## src/rtl/imm_gen_pkg.sv

```systemverilog
// Shared opcode constants, format codes and skid-buffer states for the
// immediate-generation stage.
package imm_gen_pkg;

  localparam logic [6:0] OP_IMM   = 7'b0010011;
  localparam logic [6:0] LOAD     = 7'b0000011;
  localparam logic [6:0] JALR     = 7'b1100111;
  localparam logic [6:0] MISC_MEM = 7'b0001111;
  localparam logic [6:0] STORE    = 7'b0100011;
  localparam logic [6:0] BRANCH   = 7'b1100011;
  localparam logic [6:0] LUI      = 7'b0110111;
  localparam logic [6:0] AUIPC    = 7'b0010111;
  localparam logic [6:0] JAL      = 7'b1101111;
  localparam logic [6:0] OP       = 7'b0110011;
  localparam logic [6:0] SYSTEM   = 7'b1110011;

  typedef enum logic [2:0] {
    FMT_R = 3'd0,
    FMT_I = 3'd1,
    FMT_S = 3'd2,
    FMT_B = 3'd3,
    FMT_U = 3'd4,
    FMT_J = 3'd5,
    FMT_Z = 3'd6,
    FMT_X = 3'd7
  } fmt_e;

  typedef enum logic [1:0] {
    BUF_EMPTY,
    BUF_ONE,
    BUF_FULL
  } buf_state_e;

endpackage

```

## src/rtl/imm_decode.sv

```systemverilog
// Combinational opcode-to-format decode and immediate extraction/extension.
module imm_decode
  import imm_gen_pkg::*;
#(
  parameter int unsigned XLEN   = 32,
  parameter bit          EN_CSR = 1'b1
) (
  input  logic [31:0]     instr_i,
  output logic [XLEN-1:0] imm_o,
  output fmt_e            fmt_o,
  output logic            illegal_o
);

  logic [XLEN-1:0] imm_i;
  logic [XLEN-1:0] imm_s;
  logic [XLEN-1:0] imm_b;
  logic [XLEN-1:0] imm_u;
  logic [XLEN-1:0] imm_j;
  logic [XLEN-1:0] imm_csr;
  logic [XLEN-1:0] imm_zimm;
  logic            unused_funct3;

  // Signed size casts sign-extend from instr[31]; unsigned ones zero-extend.
  assign imm_i    = XLEN'($signed(instr_i[31:20]));
  assign imm_s    = XLEN'($signed({instr_i[31:25], instr_i[11:7]}));
  assign imm_b    = XLEN'($signed({instr_i[31], instr_i[7], instr_i[30:25],
                                   instr_i[11:8], 1'b0}));
  assign imm_u    = XLEN'($signed({instr_i[31:12], 12'b0}));
  assign imm_j    = XLEN'($signed({instr_i[31], instr_i[19:12], instr_i[20],
                                   instr_i[30:21], 1'b0}));
  assign imm_csr  = XLEN'(instr_i[31:20]);
  assign imm_zimm = XLEN'(instr_i[19:15]);

  assign unused_funct3 = ^instr_i[13:12];

  always_comb begin
    imm_o     = '0;
    fmt_o     = FMT_X;
    illegal_o = 1'b0;
    case (instr_i[6:0])
      OP_IMM, LOAD, JALR, MISC_MEM: begin
        fmt_o = FMT_I;
        imm_o = imm_i;
      end
      STORE: begin
        fmt_o = FMT_S;
        imm_o = imm_s;
      end
      BRANCH: begin
        fmt_o = FMT_B;
        imm_o = imm_b;
      end
      LUI, AUIPC: begin
        fmt_o = FMT_U;
        imm_o = imm_u;
      end
      JAL: begin
        fmt_o = FMT_J;
        imm_o = imm_j;
      end
      OP: begin
        fmt_o = FMT_R;
      end
      SYSTEM: begin
        if (EN_CSR && instr_i[14]) begin
          fmt_o = FMT_Z;
          imm_o = imm_zimm;
        end else if (EN_CSR) begin
          fmt_o = FMT_I;
          imm_o = imm_csr;
        end else begin
          fmt_o = FMT_I;
          imm_o = imm_i;
        end
      end
      // Every legal opcode ends in 2'b11, so instr[1:0] != 2'b11 lands here.
      default: begin
        fmt_o     = FMT_X;
        illegal_o = 1'b1;
      end
    endcase
  end

endmodule

```

## src/rtl/imm_gen_pipe.sv

```systemverilog
// Registered immediate-generation stage: decode, PC-relative target adder and
// a 2-entry (main + skid) valid/ready buffer.
module imm_gen_pipe
  import imm_gen_pkg::*;
#(
  parameter int unsigned XLEN   = 32,
  parameter bit          EN_CSR = 1'b1,
  parameter int unsigned TAG_W  = 4
) (
  input  logic             clk,
  input  logic             rst,
  input  logic             flush,
  input  logic             in_valid,
  output logic             in_ready,
  input  logic [31:0]      in_instr,
  input  logic [XLEN-1:0]  in_pc,
  input  logic [TAG_W-1:0] in_tag,
  output logic             out_valid,
  input  logic             out_ready,
  output logic [XLEN-1:0]  out_imm,
  output logic [2:0]       out_fmt,
  output logic             out_illegal,
  output logic [XLEN-1:0]  out_target,
  output logic [31:0]      out_instr,
  output logic [TAG_W-1:0] out_tag
);

  typedef struct packed {
    logic [XLEN-1:0]  imm;
    fmt_e             fmt;
    logic             illegal;
    logic [XLEN-1:0]  target;
    logic [31:0]      instr;
    logic [TAG_W-1:0] tag;
  } res_t;

  logic [XLEN-1:0] dec_imm;
  fmt_e            dec_fmt;
  logic            dec_illegal;
  res_t            res_d;
  res_t            main_q;
  res_t            skid_q;
  buf_state_e      state_q;
  logic            accept;
  logic            pop;

  imm_decode #(
    .XLEN   (XLEN),
    .EN_CSR (EN_CSR)
  ) u_decode (
    .instr_i   (in_instr),
    .imm_o     (dec_imm),
    .fmt_o     (dec_fmt),
    .illegal_o (dec_illegal)
  );

  always_comb begin
    res_d         = '0;
    res_d.imm     = dec_imm;
    res_d.fmt     = dec_fmt;
    res_d.illegal = dec_illegal;
    res_d.target  = in_pc + dec_imm;
    res_d.instr   = in_instr;
    res_d.tag     = in_tag;
  end

  // Ready depends only on buffer state and reset, never on out_ready.
  assign in_ready  = (state_q != BUF_FULL) && !rst;
  assign out_valid = (state_q != BUF_EMPTY);
  assign accept    = in_valid && in_ready;
  assign pop       = out_valid && out_ready;

  always_ff @(posedge clk) begin
    if (rst) begin
      state_q <= BUF_EMPTY;
      main_q  <= '0;
      skid_q  <= '0;
    end else if (flush) begin
      state_q <= BUF_EMPTY;
    end else begin
      case (state_q)
        BUF_EMPTY: begin
          if (accept) begin
            main_q  <= res_d;
            state_q <= BUF_ONE;
          end
        end
        BUF_ONE: begin
          if (accept && pop) begin
            main_q <= res_d;
          end else if (accept) begin
            skid_q  <= res_d;
            state_q <= BUF_FULL;
          end else if (pop) begin
            state_q <= BUF_EMPTY;
          end
        end
        BUF_FULL: begin
          if (pop) begin
            main_q  <= skid_q;
            state_q <= BUF_ONE;
          end
        end
        default: state_q <= BUF_EMPTY;
      endcase
    end
  end

  assign out_imm     = main_q.imm;
  assign out_fmt     = main_q.fmt;
  assign out_illegal = main_q.illegal;
  assign out_target  = main_q.target;
  assign out_instr   = main_q.instr;
  assign out_tag     = main_q.tag;

endmodule
```

## config.mk

```make
export PLATFORM = sky130hd
export DESIGN_NAME = imm_gen_pipe
export DESIGN_NICKNAME = d
export VERILOG_FILES = /design/src/rtl/imm_gen_pkg.sv /design/src/rtl/imm_decode.sv /design/src/rtl/imm_gen_pipe.sv
export SDC_FILE = /design/constraint.sdc
export NUM_CORES = 1
export LEC_CHECK = 0
export BUFFER_PORTS_ARGS = -buffer_cell sky130_fd_sc_hd__buf_4
export CAP_MARGIN = 20
export CORE_MARGIN = 2
export CORE_UTILIZATION = 32
export DETAILED_ROUTE_END_ITERATION = 10
export MAX_ROUTING_LAYER = met4
export SYNTH_ARGS = -nofsm -noshare
export SYNTH_HDL_FRONTEND = slang
export SYNTH_SLANG_ARGS = --single-unit
```

## constraint.sdc

```tcl
create_clock -name clk -period 5.44 [get_ports clk]
set_input_delay 1.088 -clock clk [delete_from_list [all_inputs] [get_ports clk]]
set_output_delay 1.088 -clock clk [all_outputs]
set_load 0.005 [all_outputs]
```

# Word level (Yosys, flattened, before mapping)
# Cells that the tools add are included.
# Widths: inputs -> output; s select.
dict set report word_totals {
  ff_bits 210
  in_bits 73
  out_inout_bits 106
  elab_cells 65
}
dict set report classes {
  n_addsub 1
  n_eq_ne 19
  muxes 15
  n_bitwise 2
  n_reduce_logical 15
}
# cell n
set op_table {}
lappend op_table {{$mux 104} 3}
lappend op_table {{$pmux 104 s3} 1}
lappend op_table {{$pmux 32 s6} 1}
lappend op_table {{$add 32x32->32} 1}
lappend op_table {{$eq 7x7->1 const B} 4}
lappend op_table {{$eq 7x6->1 const B} 3}
lappend op_table {{$pmux 3 s7} 1}
lappend op_table {{$eq 7x5->1 const B} 2}
lappend op_table {{$mux 12} 1}
lappend op_table {{$reduce_or 11->1} 1}
lappend op_table {{$mux 2} 5}
lappend op_table {{$ne 2x2->1 const B} 5}
lappend op_table {{$reduce_and 4->1} 2}
lappend op_table {{$eq 7x2->1 const B} 1}
lappend op_table {{$eq 7x4->1 const B} 1}
lappend op_table {{$pmux 2 s3} 1}
lappend op_table {{$reduce_and 5->1} 1}
lappend op_table {{$logic_and 1x1->1} 4}
lappend op_table {{$reduce_or 2->1} 2}
lappend op_table {{$reduce_or 4->1} 1}
lappend op_table {{$mux 3} 1}
lappend op_table {{$ne 3x3->1 const B} 1}
lappend op_table {{$reduce_bool 3->1} 1}
lappend op_table {{$eq 2x1->1 const B} 1}
lappend op_table {{other kinds (6)} 7}

# Depth between registers and ports, before layout
# Gate-level depths: netlist of the first run.
dict set report logic_depth {
  word_depth 6
  ltp_mapped 17
}

# Cells and area by module
# Synthesis of the first run repeated with hierarchy kept, for this count alone.
dict set report hier_totals {
  hier_cells 1455
  hier_area_um2 10986.8
}
# module instances cells_per_inst area_each_um2
set by_module_without_submodules {}
lappend by_module_without_submodules {imm_gen_pipe 1 1330 10194.8}
lappend by_module_without_submodules {imm_decode 1 125 792.0}

# Least setup slack after synthesis of the first run
# OpenSTA, ideal clock, no wires.
dict set report synth_path {
  kind {in2reg}
  from {input in_instr[2]}
  to {register main_q, in the netlist out_target[26]}
  setup_time_ps 112
  t_arrival_ps 3942
  setup_slack_ps 1386
  path_stages 16
  n_path_buf 1
  path_cell_list {buf_2 nor4_1 inv_1 a21oi_1 o21ai_0 o21ai_0 ha_1 inv_1 fa_1 nor2b_1 o31a_2 o211ai_2 a31oi_2 a31oi_1 xor2_1 a2111oi_1}
}
dict set report synth_between {
  elab_chain_cells 6
}
# element line
set synth_lines {}
lappend synth_lines {{from (decl)} imm_gen_pipe.sv:15} ;# input logic [31:0] in_instr,
lappend synth_lines {{$eq 7x5->1, or another cell as far along} imm_decode.sv:40} ;# case (instr_i[6:0])
lappend synth_lines {{$reduce_or 4->1 / $reduce_or 2->1 (equally long branches)} -}
lappend synth_lines {{$pmux 32 s6 (*)} imm_decode.sv:40}
lappend synth_lines {{named net dec_imm[0]} imm_gen_pipe.sv:37} ;# logic [XLEN-1:0] dec_imm;
lappend synth_lines {{$add 32x32->32 (*)} imm_gen_pipe.sv:62} ;# res_d.target = in_pc + dec_imm;
lappend synth_lines {{$mux 104 (on tied branches)} {imm_gen_pipe.sv:89, imm_gen_pipe.sv:83}}
lappend synth_lines {{$pmux 104 s3 (*)} imm_gen_pipe.sv:81} ;# case (state_q)
lappend synth_lines {{to (signal assigned)} imm_gen_pipe.sv:84} ;# main_q <= res_d;
lappend synth_lines {{to (signal assigned)} imm_gen_pipe.sv:90} ;# main_q <= res_d;
lappend synth_lines {{to (signal assigned)} imm_gen_pipe.sv:100} ;# main_q <= skid_q;
lappend synth_lines {{to (decl)} imm_gen_pipe.sv:41} ;# res_t main_q;
# The timed path passes the listed nets; every way through them passes the cells marked *. The select of a mux whose other input is x is not followed.
# A chain may end at the register's enable or synchronous reset.

# Final worst setup path of the first run
dict set report layout_path {
  from {input in_instr[3]}
  to {register main_q, in the netlist out_target[28]}
}
# Same word-level chain as after synthesis.

==> impl_metrics.tcl, run 1 <==
set metrics [dict create \
    antenna_left 0 \
    wl_per_cell_um 18.8 \
    yosysUniqueCellTypes 68 \
    hold_buffers 0 \
    netlist_instances 1425 \
    die_area_um2 35000 \
    core_um2 33300 \
    slew_headroom 0.398 \
    grt_pass1_vias 9819 \
    num_io_pins 179 \
    drv_slew 0 \
    grt_max_degree 99 \
    synth_area_per_cell_um2 7.52 \
    synthTopCellsByArea "dfxtp_1 39%, nand2_1 10%, a21oi_1 7.2%" \
    dr.pass1.iters 5 \
    synth.most_common_cell "nand2_1" \
    power.leakage_uw 0.00536 \
    gp_congestion 0.984 \
    synth_area_um2 10700 \
    via_count 10667 \
    cp-end-kind "flip-flop" \
    power_density_nw_per_um2 283 \
    antenna_found_initial 1 \
    critPathMaxFanout 14 \
    clock-sinks 210 \
    clockBufferDepth 3 \
    worstSetupPathType "in2reg" \
    ys_ff_latch 210 \
    synth-edff-count 0 \
    start_kind "input port" \
    diodes 0 \
    rsz0062_at_grt "false" \
    ctsResizeCount 0 \
    die_h_um 187 \
    drc 0 \
    worstPathRequired_ps 5850 \
    tightestPinTransition_ps 903 \
    setup_tns_ps 0 \
    fin_crit_ps 4340 \
    synth.net_count 1530 \
    hpwl_um 27000 \
    worstPathArrival_ps 4750 \
    outcome "finished, final reports clean" \
    yosys_warnings 0 \
    root_buffer "clkbuf_16" \
    fmax_ghz 0.230 \
    grt_pass1_wl_um 57700 \
    area_growth_pct 23.1 \
    htreeDepth 1 \
    yosysTopAreaCell "dfxtp_1" \
    drive_gt1_frac 0.169 \
    portBuffers 178 \
    synthFlopType "dfxtp_1" \
    die_w_um 187 \
    initial_utilization 0.322 \
    synth_top_area_frac 0.392 \
    synth_common_cells "291 x nand2_1, 210 x dfxtp_1, 171 x nor2_1" \
    grt_util_all_layers 0.213 \
    fin_crit_sh 0.798 \
    insertion_delay_ps 530 \
    cts_buffers 25 \
    ys_async_sr_fraction 0 \
    drt_iter0_markers 957 \
    hold_path.class "reg2reg" \
    postCtsSetupBuffers 0 \
    irDropWorstVdd_uv 186 \
    seq_area_frac_synth 0.392 \
    fin_skew_ps 16.3 \
    cts_tree "yes" \
    layout.nets 1643 \
    fillers 3463 \
    holdWs_ps 453 \
    viasPerCell 5.33 \
    maxCapViolCount 0 \
    overflow 0 \
    setup_violations 0 \
    clkTransAtPathRegs_ps 60 \
    rows 67 \
    finalHoldViolations 0 \
    wl_um 37700 \
]
final timing paths:
check,start,end,slack [ps],cells after the start
worst min-delay path,out_imm[0]$_SDFFE_PP0P_,out_imm[0]$_SDFFE_PP0P_,450,2
worst max register to register,state_q[1]$_SDFFE_PP0P_,out_imm[18]$_SDFFE_PP0P_,2330,6
worst min register to register,out_imm[0]$_SDFFE_PP0P_,out_imm[0]$_SDFFE_PP0P_,450,2
worst max-delay path,in_instr[3],out_target[28]$_SDFFE_PP0P_,1100,14
state kept, by name (all words and copies together) (netlist names):
name,cells
skid_q,104
out_imm,32
out_illegal,1
state_q,2
out_fmt,3
out_tag,4
out_instr,32
out_target,32
power breakdown:
group / internal (uW) / switching [uW]
Clock: 1040 / 667
Combinational: 170 / 259
Sequential: 1580 / 21.9
logic make-up (layout without fill, tap and decap cells):
logic type,after synthesis,count (layout),share of synthesized area
and+or+nand+nor,600,600,0.237
AOI/OAI and AO/OA,422,422,0.258
DFF,210,210,0.392
buffers and inverters,131,260,0.0492
adders and majority gates,32,32,0.0380
xor gates and xnor gates,23,23,0.0188
muxes,7,7,0.00653
layout make-up:
cell class | instances | area, um2 | area share
clock buffer | 36 | 747 | 0.0566
clock inverter | 7 | 95.1 | 0.00721
sequential | 210 | 4200 | 0.319
inverter | 21 | 78.8 | 0.00597
timing repair buffer | 196 | 1480 | 0.112
tap | 448 | 561 | 0.0425
multi-input combinational | 1084 | 6030 | 0.457
routing by layer:
layer | track usage | vias to the layer above | share of wire
li1 | - | 5245 | -
met1 | 0.296 | 5037 | 0.47
met2 | 0.324 | 329 | 0.44
met3 | 0.0313 | 56 | 0.062
met4 | 0.0534 | 0 | 0.025
met5 | - | - | 0
cell usage in the layout, fill, tap and decap left out, types with 5 or more instances in the layout:
master	netlist	routed
xnor2_1	5	5
o22ai_1	5	5
nor2_1	171	171
xor2_1	18	18
a221oi_1	6	6
a311oi_1	45	45
nand4_1	10	10
a21o_1	15	15
a22o_1	7	7
o211ai_1	8	8
a311o_1	8	8
and2_1	14	14
o21a_1	6	6
a31oi_1	9	9
a211o_1	7	7
dfxtp_1	210	210
ha_1	31	31
o21ai_0	71	71
a211oi_1	24	24
nand2_1	291	291
clkbuf_16	0	25
buf_4	0	195
clkbuf_8	0	8
or2_2	4	5
nor2b_1	8	7
inv_1	21	21
or3_1	13	13
nor3_1	28	28
mux2i_1	7	7
a21oi_1	155	155
o31ai_1	7	7
nand3_1	36	35
o21ai_1	9	9
critical path, stage by stage:
cell	delay, ps
buf_4	160
nor3b_2	190
o21ai_1	430
a21oi_1	240
a21oi_1	350
inv_1	100
ha_1	330
nor2b_1	170
o31a_2	330
o21ai_2	250
o2111ai_2	270
a211oi_1	370
xor2_1	130
a2111oi_0	330
per-stage QoR:
stage	area [um2]	total power (uW)	setup WS (ps)	cells	utilization
floorplan	10700	1860	1390	1425	-
global placement	12400	2060	586	1959	0.371
detailed placement	12400	2060	579	1959	0.371
CTS	13200	3780	1130	2002	0.397
global route	13200	3880	841	2002	0.397
finish	13200	3740	1100	2002	0.397
No activity file was read; power rests on OpenSTA's default activity.
==> run 2, diff against run 1 <==
ABC_AREA = 1   (was unset)
clock period = 4.54 ns   (was 5.44 ns; I/O delays follow)
==> run 2 against run 1 <==
Against the previous run: synthesized cell count increased by 15%; non-clock buffer count increased by 2; final area increased by 1.5%; via count increased by 6.3%; critical path depth increased by 7; global-route usage increased by 1.1 points; register-to-register slack got worse by 1000 ps; utilization increased by 0.18 points; first-iteration DRC count increased by 13%; area after synthesis increased by 2.1%; cell count increased by 12%; critical endpoint is now out_target[12]$_SDFFE_PP0P_; flip-flop and latch count unchanged.
==> impl_metrics.tcl, run 2 <==
set metrics [dict create \
    maxUsedRoutingLayer "met4" \
    rows 67 \
    hpwl_um 28100 \
    synth_common_cells "359 x nand2_1, 210 x dfxtp_1, 190 x nor2_1" \
    netlist_instances 1643 \
    drc 0 \
    regToRegEndpoint "skid_q[52]$_SDFFE_PP0P_" \
    fin_skew_ps 21.1 \
    cp_top_family "simple AND/OR/NAND/NOR gates" \
    antenna_left 0 \
    drt_iter0_markers 1081 \
    fin_crit_ps 3840 \
    yosysTopAreaCell "dfxtp_1" \
    initial_utilization 0.326 \
    viasPerCell 5.06 \
    dr.pass1.iters 5 \
    ctsResizeCount 0 \
    worstRegToRegCells 13 \
    setup_tns_ps 0 \
    die_area_um2 35700 \
    cp-end-kind "flip-flop" \
    reg2reg_slack_ps 1330 \
    worstPathRequired_ps 5000 \
    r2r_start "state_q[0]$_SDFFE_PP0P_" \
    die_w_um 189 \
    yosysUniqueCellTypes 41 \
    ys_ff_latch 210 \
    p_comb_frac 0.132 \
    wl_um 40000 \
    power.leakage_uw 0.00680 \
    maxCapViolCount 0 \
    slew_headroom 0.365 \
    power_density_nw_per_um2 337 \
    antenna_found_initial 0 \
    layout_common_cells "358 x nand2_1, 210 x dfxtp_1, 196 x buf_4, 190 x nor2_1, 184 x a21oi_1" \
    largest_reg_flops 104 \
    via_count 11339 \
    min_from "skid_q[38]$_SDFFE_PP0P_" \
    num_io_pins 179 \
    ys_async_sr_fraction 0 \
    p_seq_frac 0.437 \
    insertion_delay_ps 530 \
    fmax_ghz 0.261 \
    rsz0062_at_grt "false" \
    wl_met2_um 17600 \
    crit_chain "buf_4, nor2_1, nand2_1, inv_1, nand2_1, inv_1, nand2_1, o211ai_1, ha_1, inv_1, fa_1, inv_1, nand3_1, nand2_1, nand2_1, nand2_1, nand2_1, nand2_1, xor2_1, nand2_1, a21oi_1" \
    overflow 0 \
    dp_slack_ps 281 \
    clkTransAtPathRegs_ps 70 \
    critPathSlowestCell "o211ai_1" \
    outcome "finished, final reports clean" \
    cpMostUsedCell "nand2_1" \
    yosys_warnings 0 \
    whs_endpoint "skid_q[38]$_SDFFE_PP0P_" \
    synth.net_count 1748 \
    synth_area_per_cell_um2 6.67 \
    intPower_uw 3290 \
    irDropWorstVdd_uv 220 \
    finalHoldViolations 0 \
    worstSetupPathType "in2reg" \
    hold_path.class "reg2reg" \
    drt-met1-wl_um 19000 \
    clock-sinks 210 \
    layout.nets 1881 \
    cp_num_buf_inv 5 \
    die_h_um 189 \
    wl_per_cell_um 17.8 \
    worstPathArrival_ps 4300 \
    cts_tree "yes" \
    drv_slew 0 \
    postCtsSetupBuffers 0 \
    core_um2 33600 \
    critPathMaxStageDelay_ps 470 \
    fin_crit_sh 0.845 \
    root_buffer "clkbuf_16" \
    final_common_cell "nand2_1" \
    htreeDepth 1 \
    dr_wl_met3_um 2520 \
    worst_slack_ps 705 \
    clockBufferDepth 3 \
    cts_buffers 24 \
    grt_util_all_layers 0.224 \
    grt_pass1_vias 10352 \
    synthTopCellsByArea "dfxtp_1 38%, nand2_1 12%, a21oi_1 8.4%" \
    p_switching_uw 1220 \
    critPathMaxFanout 7 \
    power_frac_clock 0.432 \
    grt_max_degree 148 \
    diodes 0 \
    top_register "skid_q" \
    seq_area_frac_synth 0.384 \
    portBuffers 178 \
    start_kind "input port" \
    netSwitchingFraction 0.271 \
    synth.most_common_cell "nand2_1" \
    hold_buffers 0 \
    grt_pass1_wl_um 61300 \
    setup_violations 0 \
    gp_congestion 0.959 \
    synth_area_um2 11000 \
    synthFlopType "dfxtp_1" \
    area_growth_pct 22.3 \
    tightestPinTransition_ps 952 \
    hold_path_depth 2 \
    synth-edff-count 0 \
    synth_top_area_frac 0.384 \
    drive_gt1_frac 0.141 \
    holdWs_ps 462 \
]
-- run 2: worst max path at each step --
| stage | startpoint | cells past startpoint | to |
|---|---|---|---|
| 2_1_floorplan | in_instr[2] | 23 | skid_q[64]$_SDFFE_PP0P_ |
| 3_3_place_gp | in_instr[2] | 24 | skid_q[56]$_SDFFE_PP0P_ |
| 3_5_place_dp | in_instr[0] | 25 | skid_q[64]$_SDFFE_PP0P_ |
| 4_1_cts | in_instr[0] | 22 | out_target[12]$_SDFFE_PP0P_ |
| 5_1_grt | in_instr[2] | 24 | skid_q[64]$_SDFFE_PP0P_ |
| 6_report | in_instr[2] | 21 | out_target[12]$_SDFFE_PP0P_ |
-- run 2: cell type report --
| cell class | instances | area [um2] |
|---|---|---|
| multi-input cells | 1167 | 5680 |
| repair buffers | 198 | 1510 |
| fillers | 3572 | 20200 |
| flip-flops and latches | 210 | 4200 |
| inverters | 175 | 661 |
| clock inverters | 7 | 77.6 |
| clock buffers | 35 | 702 |
| well taps | 448 | 561 |
-- run 2: logic make-up (layout without fill, tap and decap cells) --
family,Yosys count,count (layout),share of synthesized area
simple gates,639,639,0.235
compound gates,483,483,0.235
buf+inv,266,415,0.0981
flops,210,210,0.384
fa+ha+maj,32,32,0.0372
xor+xnor,13,13,0.0104
-- run 2: worst min-delay path: stages (launching register included) --
cell	delay, ps
dfxtp_1	290
inv_1	60
a21oi_1	60
-- run 2: power by group through the flow --
stage          logic [uW]  clock network, uW  registers [uW]
2_1_floorplan         303                  0            2000
3_3_place_gp          587                  0            2010
3_5_place_dp          590                  0            2010
4_1_cts               594               1990            1970
5_1_grt               658               2070            1970
6_report              594               1950            1970
-- run 2: routing by layer --
layer  track usage  vias up
li1              -     5656
met1         0.317     5272
met2         0.339      363
met3        0.0289       48
met4        0.0490        0
met5             -        -
-- run 2: stage by stage --
step | cell area (um2) | total power (uW) | cells | utilization
2_1_floorplan | 11000 | 2300 | 1643 | -
6_report | 13400 | 4510 | 2240 | 0.398
3_5_place_dp | 12600 | 2600 | 2198 | 0.375
5_1_grt | 13400 | 4700 | 2240 | 0.398
4_1_cts | 13400 | 4550 | 2240 | 0.398
3_3_place_gp | 12600 | 2600 | 2198 | 0.375
==> run 3, diff against run 2 <==
ABC_AREA = 0   (was 1)
clock period = 3.28 ns   (was 4.54 ns; I/O delays follow)
==> run 3 against run 2 <==
Against the previous run: register-to-register slack got worse by 560 ps; critical path depth decreased by 4; critical endpoint is now out_target[31]$_SDFFE_PP0P_; die area shrank 2.0%; cell count is 0.45% lower; final area grew 16%; largest cell class unchanged; wire length up 3.7%; non-clock buffer count rose by 222.
==> impl_metrics.tcl, run 3 (synthesized netlist as in run 1, its figures left out) <==
set metrics [dict create \
    grt_pass1_wl_um 62400 \
    wl_per_cell_um 18.6 \
    top_register "skid_q" \
    cts_tree "yes" \
    overflow 0 \
    worstPathArrival_ps 3730 \
    cpMostUsedCell "buf_6" \
    cts_buffers 25 \
    fin_crit_ps 3270 \
    irDropWorstVdd_uv 397 \
    worstPathRequired_ps 3740 \
    startpoint "in_instr[5]" \
    fin_skew_ps 18.2 \
    layout_common_cells "399 x buf_4, 282 x nand2_1, 210 x dfxtp_1, 165 x nor2_1, 137 x a21oi_1" \
    fin_crit_sh 0.997 \
    r2r_start "state_q[1]$_SDFFE_PP0P_" \
    die_h_um 187 \
    antenna_found_initial 0 \
    grt_max_degree 71 \
    reg2reg_slack_ps 770 \
    hold_path.class "in2reg" \
    viasPerCell 5.21 \
    final_common_cell "buf_4" \
    rsz0062_at_grt "true" \
    initial_utilization 0.322 \
    insertion_delay_ps 550 \
    p_total_uw 6290 \
    via_count 11617 \
    grt_pass1_vias 10859 \
    power.leakage_uw 0.00649 \
    dr.pass1.iters 5 \
    area_growth_pct 45.1 \
    worstRegToRegCells 5 \
    cp-end-kind "flip-flop" \
    worstSetupPathType "in2reg" \
    clock-sinks 210 \
    root_buffer "clkbuf_16" \
    drive_gt1_frac 0.325 \
    post-route-util 0.468 \
    wl_um 41500 \
    critPathMaxStageDelay_ps 370 \
    critPathMaxFanout 5 \
    clockBufferDepth 3 \
    num_io_pins 179 \
    antenna_left 0 \
    crit_chain "buf_6, buf_12, and4b_1, o21ai_2, a21oi_4, a21oi_4, inv_2, ha_4, and2_4, a221o_1, buf_6, o2111ai_4, o211ai_4, buf_6, a31oi_4, mux2i_1, o31ai_1" \
    drc 0 \
    portBuffers 178 \
    drv_slew 0 \
    htreeDepth 1 \
    grt_util_all_layers 0.231 \
    gp_congestion 0.889 \
    slew_headroom 0.424 \
    finalHoldViolations 0 \
    diodes 0 \
    outcome "finished, final reports clean" \
    start_kind "input port" \
    endpoint "out_target[31]$_SDFFE_PP0P_" \
    critPathSlowestCell "a221o_1" \
    largest_reg_flops 104 \
    setup_violations 0 \
    fmax_ghz 0.306 \
    layout.nets 1868 \
    die_area_um2 35000 \
    clkTransAtPathRegs_ps 60 \
    rows 67 \
    maxCapViolCount 0 \
    die_w_um 187 \
    drt_iter0_markers 719 \
    regToRegEndpoint "out_target[28]$_SDFFE_PP0P_" \
    hold_buffers 0 \
    core_um2 33300 \
    power_density_nw_per_um2 404 \
    tightestPinTransition_ps 864 \
    hpwl_um 30200 \
]
==> run 3: cell types whose count changed in the layout (fill, tap and decap cells not counted), sizes merged, moves of 12 or more <==
cell    change
a31oi      -28
a211oi     +23
a311oi     +46
a21oi      -25
or3        +13
and2       +12
nand3      -20
nor3       +17
o21ai     -134
nor2       -18
inv       -153
nand2      -71
buf       +221
==> run 3: final cells by class <==
type                            count  area [um2]
Fill cell                        3309       17700
Clock buffer                       35         693
Inverter                           21        78.8
Clock inverter                     11        83.8
Tap cell                          448         561
Sequential cell                   210        4200
Timing Repair Buffer              420        3290
Multi-Input combinational cell   1085        6660
==> run 3: critical path, delay by kind of cell <==
kind,cells,cell delay (ps)
AO/OA/AOI/OAI,8,1760
adder cells (fa/ha/maj),1,210
buffers and inverters,5,610
multiplexers,1,120
AND/OR/NAND/NOR,2,350
==> run 3: how the worst min path moves through the flow <==
stage / cells after the start / slack [ps] / start / to
detailed placement: 2 / 440 / skid_q[61]$_SDFFE_PP0P_ / skid_q[61]$_SDFFE_PP0P_
global placement: 2 / 430 / skid_q[61]$_SDFFE_PP0P_ / skid_q[61]$_SDFFE_PP0P_
global route: 2 / 300 / out_ready / state_q[1]$_SDFFE_PP0P_
floorplan: 2 / 420 / skid_q[61]$_SDFFE_PP0P_ / skid_q[61]$_SDFFE_PP0P_
finish: 2 / 300 / out_ready / state_q[1]$_SDFFE_PP0P_
CTS: 2 / 290 / out_ready / state_q[1]$_SDFFE_PP0P_
==> run 3: routing by layer <==
metal	global-route usage	part of all wire	up-vias
li1	-	-	5692
met1	0.310	0.46	5513
met2	0.362	0.45	345
met3	0.0291	0.051	67
met4	0.0745	0.032	0
met5	-	0	-
==> run 3: power breakdown <==
group	total (uW)	switching (uW)	internal (uW)	leakage [uW]
combinational	978	514	463	0.00440
clock	2660	1170	1490	0.000384
sequential	2650	39.8	2610	0.00170
==> run 3: what timing repair did <==
| item | CTS | global route |
|---|---|---|
| endpoints found under the setup margin | 19 | 41 |
| pin swaps | 4 | 46 |
| resized for setup | 14 | 117 |
| gates cloned | 0 | 2 |
| buffers inserted | 2 | 14 |
==> run 3: per-stage QoR <==
step | hold slack, ps | instances | worst slack, ps | instance area, um2 | setup TNS (ps)
global placement | 430 | 2167 | -706 | 14000 | -25040
detailed placement | 440 | 2167 | -666 | 14000 | -25460
floorplan | 417 | 1425 | -159 | 10900 | -311
CTS | 287 | 2215 | -30.7 | 14900 | -48.1
global route | 296 | 2230 | -92.7 | 15600 | -569
finish | 304 | 2230 | 9.11 | 15600 | 0
